File: src/rtl/qar_gpio_ctrl.sv
// qar_gpio_ctrl -- memory-mapped GPIO block with synchronised inputs,
// optional per-pin debounce, and edge/level interrupt capture.
//
// Ports:
//   clk, rst_n             single clock, asynchronous active-low reset
//   bus_valid, bus_we      access request / write strobe (zero wait states)
//   bus_addr[7:0]          byte offset, bits [1:0] ignored
//   bus_wdata[31:0]        write data
//   bus_ready              equals bus_valid
//   bus_rdata[31:0]        combinational read data
//   gpio_in[WIDTH-1:0]     asynchronous pin inputs
//   gpio_out, gpio_dir     OUT and DIR registers (1 = output)
//   gpio_irq               registered |(STATUS & IRQ_EN)
//
// Register map (word offsets): 0x00 IN, 0x04 OUT, 0x08 DIR, 0x0C IRQ_EN,
// 0x10 IRQ_TYPE, 0x14 IRQ_POL, 0x18 IRQ_STATUS (W1C), 0x1C OUT_SET,
// 0x20 OUT_CLR, 0x24 DB_LIMIT.
//
// Build option: define QAR_GPIO_DEBOUNCE_EN to add the DB_LIMIT register and
// per-pin debounce counters. Without it the filtered pin is the synchronised
// pin and 0x24 reads as zero.
module qar_gpio_ctrl #(
  parameter int WIDTH       = 32,
  parameter int SYNC_STAGES = 2,
  parameter int DB_CNT_W    = 8
) (
  input  logic             clk,
  input  logic             rst_n,
  input  logic             bus_valid,
  input  logic             bus_we,
  input  logic [7:0]       bus_addr,
  input  logic [31:0]      bus_wdata,
  output logic             bus_ready,
  output logic [31:0]      bus_rdata,
  input  logic [WIDTH-1:0] gpio_in,
  output logic [WIDTH-1:0] gpio_out,
  output logic [WIDTH-1:0] gpio_dir,
  output logic             gpio_irq
);

  localparam logic [5:0] A_IN     = 6'd0;
  localparam logic [5:0] A_OUT    = 6'd1;
  localparam logic [5:0] A_DIR    = 6'd2;
  localparam logic [5:0] A_EN     = 6'd3;
  localparam logic [5:0] A_TYPE   = 6'd4;
  localparam logic [5:0] A_POL    = 6'd5;
  localparam logic [5:0] A_STATUS = 6'd6;
  localparam logic [5:0] A_SET    = 6'd7;
  localparam logic [5:0] A_CLR    = 6'd8;
  localparam logic [5:0] A_DB     = 6'd9;

  logic [SYNC_STAGES-1:0][WIDTH-1:0] sync_r;
  logic [WIDTH-1:0] sync_s;
  logic [WIDTH-1:0] filt_s;
  logic [WIDTH-1:0] out_r, dir_r, en_r, type_r, pol_r, status_r, prev_r;
  logic [WIDTH-1:0] wdata_s, w1c_s, edge_hit_s, lvl_hit_s, status_nxt_s;
  logic [5:0]       word_s;
  logic             wr_en_s;
  logic             irq_r;
  logic [31:0]      rd_s;
  logic             unused_bits;

  assign word_s      = bus_addr[7:2];
  assign wr_en_s     = bus_valid & bus_we;
  assign wdata_s     = bus_wdata[WIDTH-1:0];
  assign sync_s      = sync_r[SYNC_STAGES-1];
  assign unused_bits = ^{bus_addr[1:0], bus_wdata};

  assign bus_ready = bus_valid;
  assign bus_rdata = rd_s;
  assign gpio_out  = out_r;
  assign gpio_dir  = dir_r;
  assign gpio_irq  = irq_r;

  // Input synchroniser chain; stage 0 samples the raw pins.
  always_ff @(posedge clk or negedge rst_n) begin
    if (!rst_n) begin
      sync_r <= '0;
    end else begin
      sync_r <= {sync_r[SYNC_STAGES-2:0], gpio_in};
    end
  end

`ifdef QAR_GPIO_DEBOUNCE_EN
  logic [DB_CNT_W-1:0]            db_limit_r;
  logic [WIDTH-1:0][DB_CNT_W-1:0] db_cnt_r;
  logic [WIDTH-1:0]               filt_r;

  assign filt_s = filt_r;

  // Debounce limit register.
  always_ff @(posedge clk or negedge rst_n) begin
    if (!rst_n) begin
      db_limit_r <= '0;
    end else if (wr_en_s && (word_s == A_DB)) begin
      db_limit_r <= bus_wdata[DB_CNT_W-1:0];
    end
  end

  // Per-pin filter: the filtered value flips only once the synchronised
  // value has differed for DB_LIMIT+1 consecutive cycles; any agreement
  // restarts the count. The >= keeps a lowered limit from stalling a count.
  always_ff @(posedge clk or negedge rst_n) begin
    if (!rst_n) begin
      filt_r   <= '0;
      db_cnt_r <= '0;
    end else begin
      for (int i = 0; i < WIDTH; i++) begin
        if (sync_s[i] != filt_r[i]) begin
          if (db_cnt_r[i] >= db_limit_r) begin
            filt_r[i]   <= sync_s[i];
            db_cnt_r[i] <= '0;
          end else begin
            db_cnt_r[i] <= db_cnt_r[i] + 1'b1;
          end
        end else begin
          db_cnt_r[i] <= '0;
        end
      end
    end
  end
`else
  assign filt_s = sync_s;
`endif

  // Software-visible control registers, including atomic set/clear of OUT.
  always_ff @(posedge clk or negedge rst_n) begin
    if (!rst_n) begin
      out_r  <= '0;
      dir_r  <= '0;
      en_r   <= '0;
      type_r <= '0;
      pol_r  <= '0;
    end else if (wr_en_s) begin
      case (word_s)
        A_OUT:   out_r  <= wdata_s;
        A_DIR:   dir_r  <= wdata_s;
        A_EN:    en_r   <= wdata_s;
        A_TYPE:  type_r <= wdata_s;
        A_POL:   pol_r  <= wdata_s;
        A_SET:   out_r  <= out_r | wdata_s;
        A_CLR:   out_r  <= out_r & ~wdata_s;
        default: begin end
      endcase
    end
  end

  // Next STATUS: edge bits are sticky and a fresh edge beats a same-cycle
  // W1C; level bits simply mirror the pin at the selected level.
  always_comb begin
    w1c_s = '0;
    if (wr_en_s && (word_s == A_STATUS)) begin
      w1c_s = wdata_s;
    end else begin
      w1c_s = '0;
    end
    edge_hit_s   = (pol_r & filt_s & ~prev_r) | (~pol_r & ~filt_s & prev_r);
    lvl_hit_s    = (pol_r & filt_s) | (~pol_r & ~filt_s);
    status_nxt_s = (type_r & (edge_hit_s | (status_r & ~w1c_s)))
                 | (~type_r & lvl_hit_s);
  end

  // Status, edge history and the registered interrupt output.
  always_ff @(posedge clk or negedge rst_n) begin
    if (!rst_n) begin
      status_r <= '0;
      prev_r   <= '0;
      irq_r    <= 1'b0;
    end else begin
      status_r <= status_nxt_s;
      prev_r   <= filt_s;
      irq_r    <= |(status_r & en_r);
    end
  end

  // Read mux; narrow registers are zero-extended, WO/unmapped read zero.
  always_comb begin
    rd_s = 32'd0;
    case (word_s)
      A_IN:     rd_s[WIDTH-1:0] = sync_s;
      A_OUT:    rd_s[WIDTH-1:0] = out_r;
      A_DIR:    rd_s[WIDTH-1:0] = dir_r;
      A_EN:     rd_s[WIDTH-1:0] = en_r;
      A_TYPE:   rd_s[WIDTH-1:0] = type_r;
      A_POL:    rd_s[WIDTH-1:0] = pol_r;
      A_STATUS: rd_s[WIDTH-1:0] = status_r;
`ifdef QAR_GPIO_DEBOUNCE_EN
      A_DB:     rd_s[DB_CNT_W-1:0] = db_limit_r;
`endif
      default:  rd_s = 32'd0;
    endcase
  end

endmodule

File: config.mk
export PLATFORM = sky130hd
export DESIGN_NAME = qar_gpio_ctrl
export DESIGN_NICKNAME = d
export VERILOG_FILES = /design/src/rtl/qar_gpio_ctrl.sv
export SDC_FILE = /design/constraint.sdc
export NUM_CORES = 1
export LEC_CHECK = 0
export CORE_ASPECT_RATIO = 0.9
export CORE_MARGIN = 2
export CORE_UTILIZATION = 43
export CTS_BUF_LIST = sky130_fd_sc_hd__clkbuf_16
export DETAILED_ROUTE_END_ITERATION = 6
export PLACE_DENSITY_LB_ADDON = 0.12
export SYNTH_ARGS = -nofsm -noshare
export SYNTH_HDL_FRONTEND = slang
export SYNTH_SLANG_ARGS = --single-unit
export TNS_END_PERCENT = 30
File: constraint.sdc
create_clock -name clk -period 8.1 [get_ports clk]
set_clock_uncertainty 0.2 [all_clocks]
set_input_delay 2.025 -clock clk [delete_from_list [all_inputs] [get_ports clk]]
set_output_delay 2.025 -clock clk [all_outputs]
set_load 0.03 [all_outputs]
* Yosys cells after proc, flatten, opt, wreduce, memory -nomap -nowiden
Index checks and enable logic that the tools add are counted.
Word-level totals: register bits 289, bits of input ports 76, output and inout bits 98, logic and storage cells 51
Operators by class: equal/unequal tests 8, multiplexer cells 3, bitwise operators 21, reduce and logical (&&, ||, !) cells 9
Operator list (count):
- AND 32 bit | 9
- one-hot mux 32 bit (7 select lines) | 1
- NOT 32 bit | 6
- bitwise OR 32 bit | 5
- one-hot mux 32 bit (3 select lines) | 1
- two-way mux 32 bit | 1
- OR reduction 32 bit | 1
- == test 6 x 3 -> 1 bit (second input constant) | 4
- == test 6 x 2 -> 1 bit (second input constant) | 2
- AND reduction 2 bit | 5
- == test 6 x 1 -> 1 bit (second input constant) | 1
- == test 6 x 4 -> 1 bit (second input constant) | 1
- logical NOT 6 bit | 1
- nonzero test 3 bit | 1
- AND 1 bit | 1
- logical AND 1 bit | 1

* Longest topological paths before layout
Gate-level depths: netlist of the first run.
depth after elaboration 8, mapped depth 7, depth with buffers taken out 4

* Least setup slack after synthesis of the first run
OpenSTA, ideal clock, no wires.
kind input -> output, start input port bus_addr[4], end output port bus_rdata[23], arrival 3.697 ns, data required time 5.875 ns, slack 2.178 ns, cell stages on the path 7, cells stage by stage buf_4 or4b_1 buf_2 nor3_1 clkbuf_1 a22oi_1 nand3_1
On the way: word-level cells in the longest chain between the ends 2
RTL lines:
- from (decl) | RTL line 31 | input logic [7:0] bus_addr,
- == test 6 x 3 -> 1 bit (tied with other cells) | RTL line 179 | case (word_s)
- one-hot mux 32 bit (7 select lines) * | RTL line 179
- to (decl) | RTL line 34 | output logic [31:0] bus_rdata,
Mark *: on every way between the ends. The rest lies on a longest branch, timed or not.

* Final worst setup path of the first run
start input port bus_addr[4], end output port bus_rdata[31]
The elaborated chain is that of the path after synthesis.

==> results.yml, run 1 <==
detailed_routing:
  drt_drc_violations_left: 0
  postRouteAntennaNets: 0
  post_detailed_route_via_to_cell_ratio: 5.48
  num_vias: 9307
  detailed_router_s_first_iteration_violation_count: 613
  drtPass1Iterations: 5
  route.final.wire_length_mm: 37.0
  avgRoutedWirePerCell_um: 21.8
setup_path:
  critical_path_class: "input pin to primary output"
  cp_max_fo: 14
  critical_path_required_ns: 5.88
  cp_slowest_cell: "sky130_fd_sc_hd__clkdlybuf4s50_1"
  worstSetupStartpointType: "input pin"
  critical_path.max_stage_delay_ns: 0.70
  crit_chain: "clkdlybuf4s50_1, or4_1, nor2_4, buf_4, a22oi_1, nand3_1, clkdlybuf4s50_1"
  cell_mode_on_critical_path: "sky130_fd_sc_hd__clkdlybuf4s50_1"
  cp-end-kind: "primary output"
  arr_time_crit_path_ns: 5.04
  timing.critical_path.from: "bus_addr[4]"
  r2r-start: "status_r[20]$_DFF_PN0_"
placement:
  place_ws_ns: 0.845
  placed_cells: 1641
  io_buffer_count: 171
  place.gp.congestion: 0.777
  placed_cell_area_um2: 15400
  place.detailed.hpwl_mm: 23.8
sta:
  min_period_ns: 7.26
  layout_setup_ws_ns: 0.838
  layout_worst_path_cycle_share_pct: 89.7
  fmax_ghz: 0.138
  tns_ns: 0
  holdWs_ns: 0.143
  finalSetupViolCount: 0
  maxSlewHeadroom_pct: 24.3
  final-max-slew-violation-count: 0
  worst-slew-pin-transition_ns: 1.13
  timing.final.hold_violations: 0
  setup_repair_after_global_routing_missed_its_margin: "no"
clock_tree:
  tritoncts.num_buffers: 31
  ctsHtreeMaxLevel: 1
  cts.reportedPaths.clkPinSlew_ns: 0.06
  clk-insertion-delay-late_ns: 0.56
  ctsResizeCount: 0
  post_cts_buffers: 0
  cts_max_path_bufs: 3
  root_buffer: "sky130_fd_sc_hd__clkbuf_16"
  holdBufCountCts: 0
  cts_sinks: 289
  cts_tree: "done"
synthesis:
  post_synth_fa_ha_maj_area_fraction_pct: 6.06
  synth.yosys.warnings: 0
  sequential_element_share_of_the_synthesized_area_pct: 54.7
  yosys.area_share.xor_xnor_pct: 0.0663
  mappedNetlistNets: 1232
  synth_compound_area_share_pct: 12.9
  synth_area_per_cell_um2: 12.1
  yosys.area.top_type_share_pct: 54.7
  syn_area_um2: 13200
  synth.top_cells.by_area: "sky130_fd_sc_hd__dfrtp_1, sky130_fd_sc_hd__mux2_2, sky130_fd_sc_hd__a22oi_1, sky130_fd_sc_hd__ha_1, sky130_fd_sc_hd__nor2b_1"
  synth.largest_area_cell: "sky130_fd_sc_hd__dfrtp_1"
  netlist-cell-type-count: 37
  synth_top_family_by_area: "multiplexers"
  synth_simple_gate_area_share_pct: 8.22
  postSynthRegisterBits: 289
  muxShareOfSynthArea_pct: 13.3
  syn_inst: 1092
power:
  total_power_mw: 3.68
  p_leak_nw: 7.60
  ir_drop_mv: 0.164
  pwr_density_cell_nw_per_um2: 225
hold_path:
  hold_start: "sync_r[5]$_DFF_PN0_"
  min_path_type: "flip-flop to flip-flop"
global_routing:
  grtUsageTotal_pct: 23.3
  grt.overflow.total: 0
  grt_antenna_before_repair: 4
  grt_start_max_net_pins: 131
  grt_pass1_vias: 9566
  grt_pass1_wl_mm: 57.4
floorplan:
  die_x_um: 189
  coreArea_um2: 30000
  placementRows: 60
  ios: 174
  die_height_um: 170
  design.die.area_um2: 32100
  floorplan.initialDensity_pct: 44.0
final_layout:
  layout-drive-gt1-share_pct: 16.0
  area_delta_synth_final_pct: 23.9
  final_standard_cell_count_with_taps_included_and_fillers_excluded: 1699
  num_antenna_cells: 0
  nNetsFinal: 1411
  finish.instance_area_um2: 16400
  post-route-util_pct: 54.5
status:
  outcome: "completed"
run:
  count_of_maximum_capacitance_violations: 0
## cell families (layout without fill, tap and decap cells)
logic type | count (synthesis) | in the layout
AO/OA/AOI/OAI | 242 | 242
adder cells (fa/ha/maj) | 64 | 64
AND/OR/NAND/NOR | 187 | 187
XOR/XNOR | 1 | 1
flip-flops | 289 | 289
multiplexers | 160 | 160
buffers and inverters | 149 | 353
## sequential cells by signal, summed over array words and instances (netlist names)
register	count
en_r	32
filt_s	32
gpio_dir	32
gpio_out	32
pol_r	32
prev_r	32
status_r	32
sync_r	32
type_r	32
gpio_irq	1
## report_power, final
group          internal (mW)  switching (mW)  total, mW
Combinational          0.295           0.314      0.610
Sequential              1.60           0.163       1.77
Clock                  0.722           0.578       1.30
Total                   2.62            1.05       3.68
## final timing paths
kind,cells after the start,slack [ns],end
worst max-delay path,7,0.84,bus_rdata[31]
worst min-delay path,0,0.14,filt_s[5]$_DFF_PN0_
worst max register to register,3,6.29,gpio_irq$_DFF_PN0_
min in group asynchronous,1,1.39,sync_r[11]$_DFF_PN0_
worst min register to register,0,0.14,filt_s[5]$_DFF_PN0_
max in group asynchronous,2,4.85,gpio_dir[25]$_DFFE_PN0P_
## area by class of cell
type | instances | area, um2
multi-input cells | 654 | 5430
fillers | 2616 | 13700
clock inverters | 27 | 146
clock buffers | 31 | 776
well taps | 403 | 504
inverters | 97 | 364
repair buffers | 198 | 1910
flip-flops and latches | 289 | 7230
## cell usage after synthesis
cell type and n:
sky130_fd_sc_hd__dfrtp_1 289, sky130_fd_sc_hd__mux2_2 124, sky130_fd_sc_hd__a22oi_1 112, sky130_fd_sc_hd__inv_1 97, sky130_fd_sc_hd__ha_1 64, sky130_fd_sc_hd__nor2b_1 64, sky130_fd_sc_hd__o21ai_0 34, sky130_fd_sc_hd__nand2_1 33
sky130_fd_sc_hd__nand3_1 33, sky130_fd_sc_hd__a221o_1 32, sky130_fd_sc_hd__a31oi_1 32, sky130_fd_sc_hd__mux2i_1 32, sky130_fd_sc_hd__o21ai_1 30, sky130_fd_sc_hd__and2_1 25, sky130_fd_sc_hd__clkbuf_1 25, sky130_fd_sc_hd__buf_2 18
sky130_fd_sc_hd__and3_1 7, sky130_fd_sc_hd__buf_4 5, sky130_fd_sc_hd__mux2_1 4, sky130_fd_sc_hd__nand4_1 4, sky130_fd_sc_hd__nor3_1 4, sky130_fd_sc_hd__buf_6 3, sky130_fd_sc_hd__nor2_1 3, sky130_fd_sc_hd__or4b_1 3
sky130_fd_sc_hd__nor3_2 2, sky130_fd_sc_hd__or4_1 2, sky130_fd_sc_hd__a21oi_2 1, sky130_fd_sc_hd__buf_1 1, sky130_fd_sc_hd__nand2b_1 1, sky130_fd_sc_hd__nand4b_1 1, sky130_fd_sc_hd__nor4_2 1, sky130_fd_sc_hd__nor4_4 1
sky130_fd_sc_hd__nor4b_1 1, sky130_fd_sc_hd__o21bai_1 1, sky130_fd_sc_hd__or2_2 1, sky130_fd_sc_hd__or4_4 1, sky130_fd_sc_hd__xnor2_1 1
## worst max-delay path, delay by kind of cell
family	cells	cell delay [ns]
and+or+nand+nor	3	1.30
AOI/OAI and AO/OA	1	0.11
buffers and inverters	3	1.60
## cell usage in the layout (no fill, tap or decap), drive strengths merged, types with 16 or more instances in the layout
cell type,synthesis,final
nand2,33,33
o21ai,64,64
inv,97,106
nor2b,64,64
mux2i,32,32
buf,27,29
dfrtp,289,289
ha,64,64
nand3,33,33
a22oi,112,112
clkinv,0,16
a31oi,32,32
a221o,32,32
and2,25,25
clkdlybuf4s50,0,169
clkbuf,25,31
mux2,128,128
## layer usage
metal / share of wire [%] / vias to the layer above / track usage [%]
li1: - / 4287 / -
met1: 47 / 4702 / 33.9
met2: 46 / 271 / 36.5
met3: 5.8 / 45 / 4.31
met4: 1.5 / 2 / 5.13
met5: 0.035 / - / 0
Power figures use the tool's default switching activity.
==> run 2: changes to the inputs <==
==> constraint.sdc (replaced) <==
create_clock -name clk -period 7.9 [get_ports clk]
set_clock_uncertainty 0.2 [all_clocks]
set_input_delay 1.975 -clock clk [delete_from_list [all_inputs] [get_ports clk]]
set_output_delay 1.975 -clock clk [all_outputs]
set_load 0.03 [all_outputs]
==> run 2 against run 1 <==
Effect of this change: highest routed layer unchanged; design area up 0.66%; global-route usage rose by 0.25 points; count of clock-buffer cells in the layout rose by 6; first-iteration DRC count is 19% higher.
==> results.yml, run 2 (synthesized netlist as in run 1, its figures left out) <==
status:
  outcome: "completed"
placement:
  place.gp.congestion: 0.792
  io_buffer_count: 171
  place.detailed.hpwl_mm: 23.7
detailed_routing:
  drt_drc_violations_left: 0
  detailed_router_s_first_iteration_violation_count: 732
  post_detailed_route_via_to_cell_ratio: 5.50
  drtPass1Iterations: 5
  route.final.wire_length_mm: 37.1
  postRouteAntennaNets: 0
  avgRoutedWirePerCell_um: 21.8
  num_vias: 9357
global_routing:
  grt_antenna_before_repair: 3
  grt_pass1_vias: 9520
  grtUsageTotal_pct: 23.6
  grt_start_max_net_pins: 134
  grt.overflow.total: 0
  grt_pass1_wl_mm: 57.9
sta:
  min_period_ns: 7.18
  finalSetupViolCount: 0
  maxSlewHeadroom_pct: 36.4
  timing.final.hold_violations: 0
  setup_repair_after_global_routing_missed_its_margin: "no"
  fmax_ghz: 0.139
  tns_ns: 0
  worst-slew-pin-transition_ns: 0.948
  layout_worst_path_cycle_share_pct: 90.8
  final-max-slew-violation-count: 0
setup_path:
  cell_mode_on_critical_path: "sky130_fd_sc_hd__clkdlybuf4s50_1"
  crit_chain: "clkdlybuf4s50_1, or4_1, nor2_4, buf_4, a22oi_1, nand3_1, clkdlybuf4s50_1"
  critical_path.max_stage_delay_ns: 0.70
  worstSetupStartpointType: "input pin"
  cp_slowest_cell: "sky130_fd_sc_hd__clkdlybuf4s50_1"
  timing.critical_path.from: "bus_addr[4]"
  cp-end-kind: "primary output"
  critical_path.top_delay_family: "buffers and inverters"
  critical_path_class: "input pin to primary output"
  cp_num_buf_inv: 3
  cp_max_fo: 14
  critical_path_required_ns: 5.73
  arr_time_crit_path_ns: 5.00
  r2r-start: "status_r[20]$_DFF_PN0_"
power:
  combPwrFrac_pct: 16.2
  clock_power_share_pct: 37.2
  total_power_mw: 3.88
  ir_drop_mv: 0.143
  p_leak_nw: 7.67
  pwr_density_cell_nw_per_um2: 235
  cell_int_power_mw: 2.78
  net-switching-power_mw: 1.10
  relative_contribution_of_sequential_cells_to_total_power_pct: 46.6
  power_switching_share_pct: 28.2
final_layout:
  layout-drive-gt1-share_pct: 16.0
  area_delta_synth_final_pct: 24.7
  nFillCells: 2594
  nNetsFinal: 1414
  mostFrequentLayoutCell: "sky130_fd_sc_hd__dfrtp_1"
  mostFrequentLayoutCells: "sky130_fd_sc_hd__dfrtp_1, sky130_fd_sc_hd__clkdlybuf4s50_1, sky130_fd_sc_hd__mux2_2"
clock_tree:
  post_cts_buffers: 0
  tritoncts.num_buffers: 34
  root_buffer: "sky130_fd_sc_hd__clkbuf_16"
  clk-insertion-delay-late_ns: 0.51
  ctsResizeCount: 0
  cts.reportedPaths.clkPinSlew_ns: 0.05
  cts_max_path_bufs: 3
  holdBufCountCts: 0
  cts_tree: "done"
  cts_sinks: 289
  ctsHtreeMaxLevel: 2
floorplan:
  floorplan.initialDensity_pct: 44.0
  die_height_um: 170
  die_x_um: 189
  placementRows: 60
  coreArea_um2: 30000
  design.die.area_um2: 32100
  ios: 174
run:
  count_of_maximum_capacitance_violations: 0
hold_path:
  hold_start: "sync_r[12]$_DFF_PN0_"
  min_path_type: "flip-flop to flip-flop"
==> run 2: area by class of cell <==
class,count,area [um2],area share (%)
sequential,289,7230,43.9
multi-input combinational,654,5430,33.0
inverter,97,364,2.21
antenna,1,2.50,0.0152
clock inverter,23,88.8,0.539
timing repair buffer,198,1930,11.7
tap,403,504,3.06
clock buffer,37,926,5.62
==> run 2: per-layer routing <==
layer | routed length, um | part of all wire (%) | vias up | GRT usage (%)
met5 | 13 | 0.035 | - | 0
met4 | 772 | 2.1 | 2 | 6.25
met3 | 2230 | 6.0 | 62 | 4.68
met2 | 16700 | 45 | 280 | 36.0
met1 | 17400 | 47 | 4717 | 34.3
li1 | - | - | 4296 | -
==> run 2: through the flow <==
stage	worst slack [ns]	instance area, um2	hold slack (ns)	util (%)	cells
after global placement	0.774	15500	0.133	51.5	1641
after CTS	0.737	16500	0.146	54.9	1701
after floorplan	2.08	13200	0.131	-	1092
after global routing	0.618	16500	0.149	54.9	1701
final	0.725	16500	0.145	54.9	1702
after detailed placement	0.741	15500	0.135	51.5	1641
==> run 2: worst register-to-register path: stages, from the launching register on <==
cell	delay, ns
sky130_fd_sc_hd__dfrtp_1	0.40
sky130_fd_sc_hd__a22oi_1	0.37
sky130_fd_sc_hd__nand4_1	0.19
sky130_fd_sc_hd__or4_1	0.52
==> run 2: power groups by stage <==
stage               clock [mW]  combinational (mW)  sequential (mW)
floorplan                    0               0.266             1.88
global placement             0               0.619             1.83
detailed placement           0               0.630             1.83
CTS                       1.47               0.634             1.81
global route              1.54               0.688             1.83
finish                    1.44               0.627             1.81
==> run 2: worst paths after layout <==
path                                         endpoint  slack, ns  depth (start not counted)
worst max register to register     gpio_irq$_DFF_PN0_       6.08                          3
min in group asynchronous        sync_r[11]$_DFF_PN0_       1.30                          1
worst min-delay path             filt_s[12]$_DFF_PN0_       0.15                          0
max in group asynchronous       pol_r[30]$_DFFE_PN0P_       4.90                          2
worst min register to register   filt_s[12]$_DFF_PN0_       0.15                          0
worst max-delay path                    bus_rdata[31]       0.72                          7
==> run 3: changes to the inputs <==
--- a/config.mk
+++ b/config.mk
@@ -11,6 +11,7 @@
 export CTS_BUF_LIST = sky130_fd_sc_hd__clkbuf_16
 export DETAILED_ROUTE_END_ITERATION = 6
 export PLACE_DENSITY_LB_ADDON = 0.12
+export SKIP_LAST_GASP = 1
 export SYNTH_ARGS = -nofsm -noshare
 export SYNTH_HDL_FRONTEND = slang
 export SYNTH_SLANG_ARGS = --single-unit
==> results of run 3 <==
No change in the layout: final DEF, timing and power equal those of run 2.
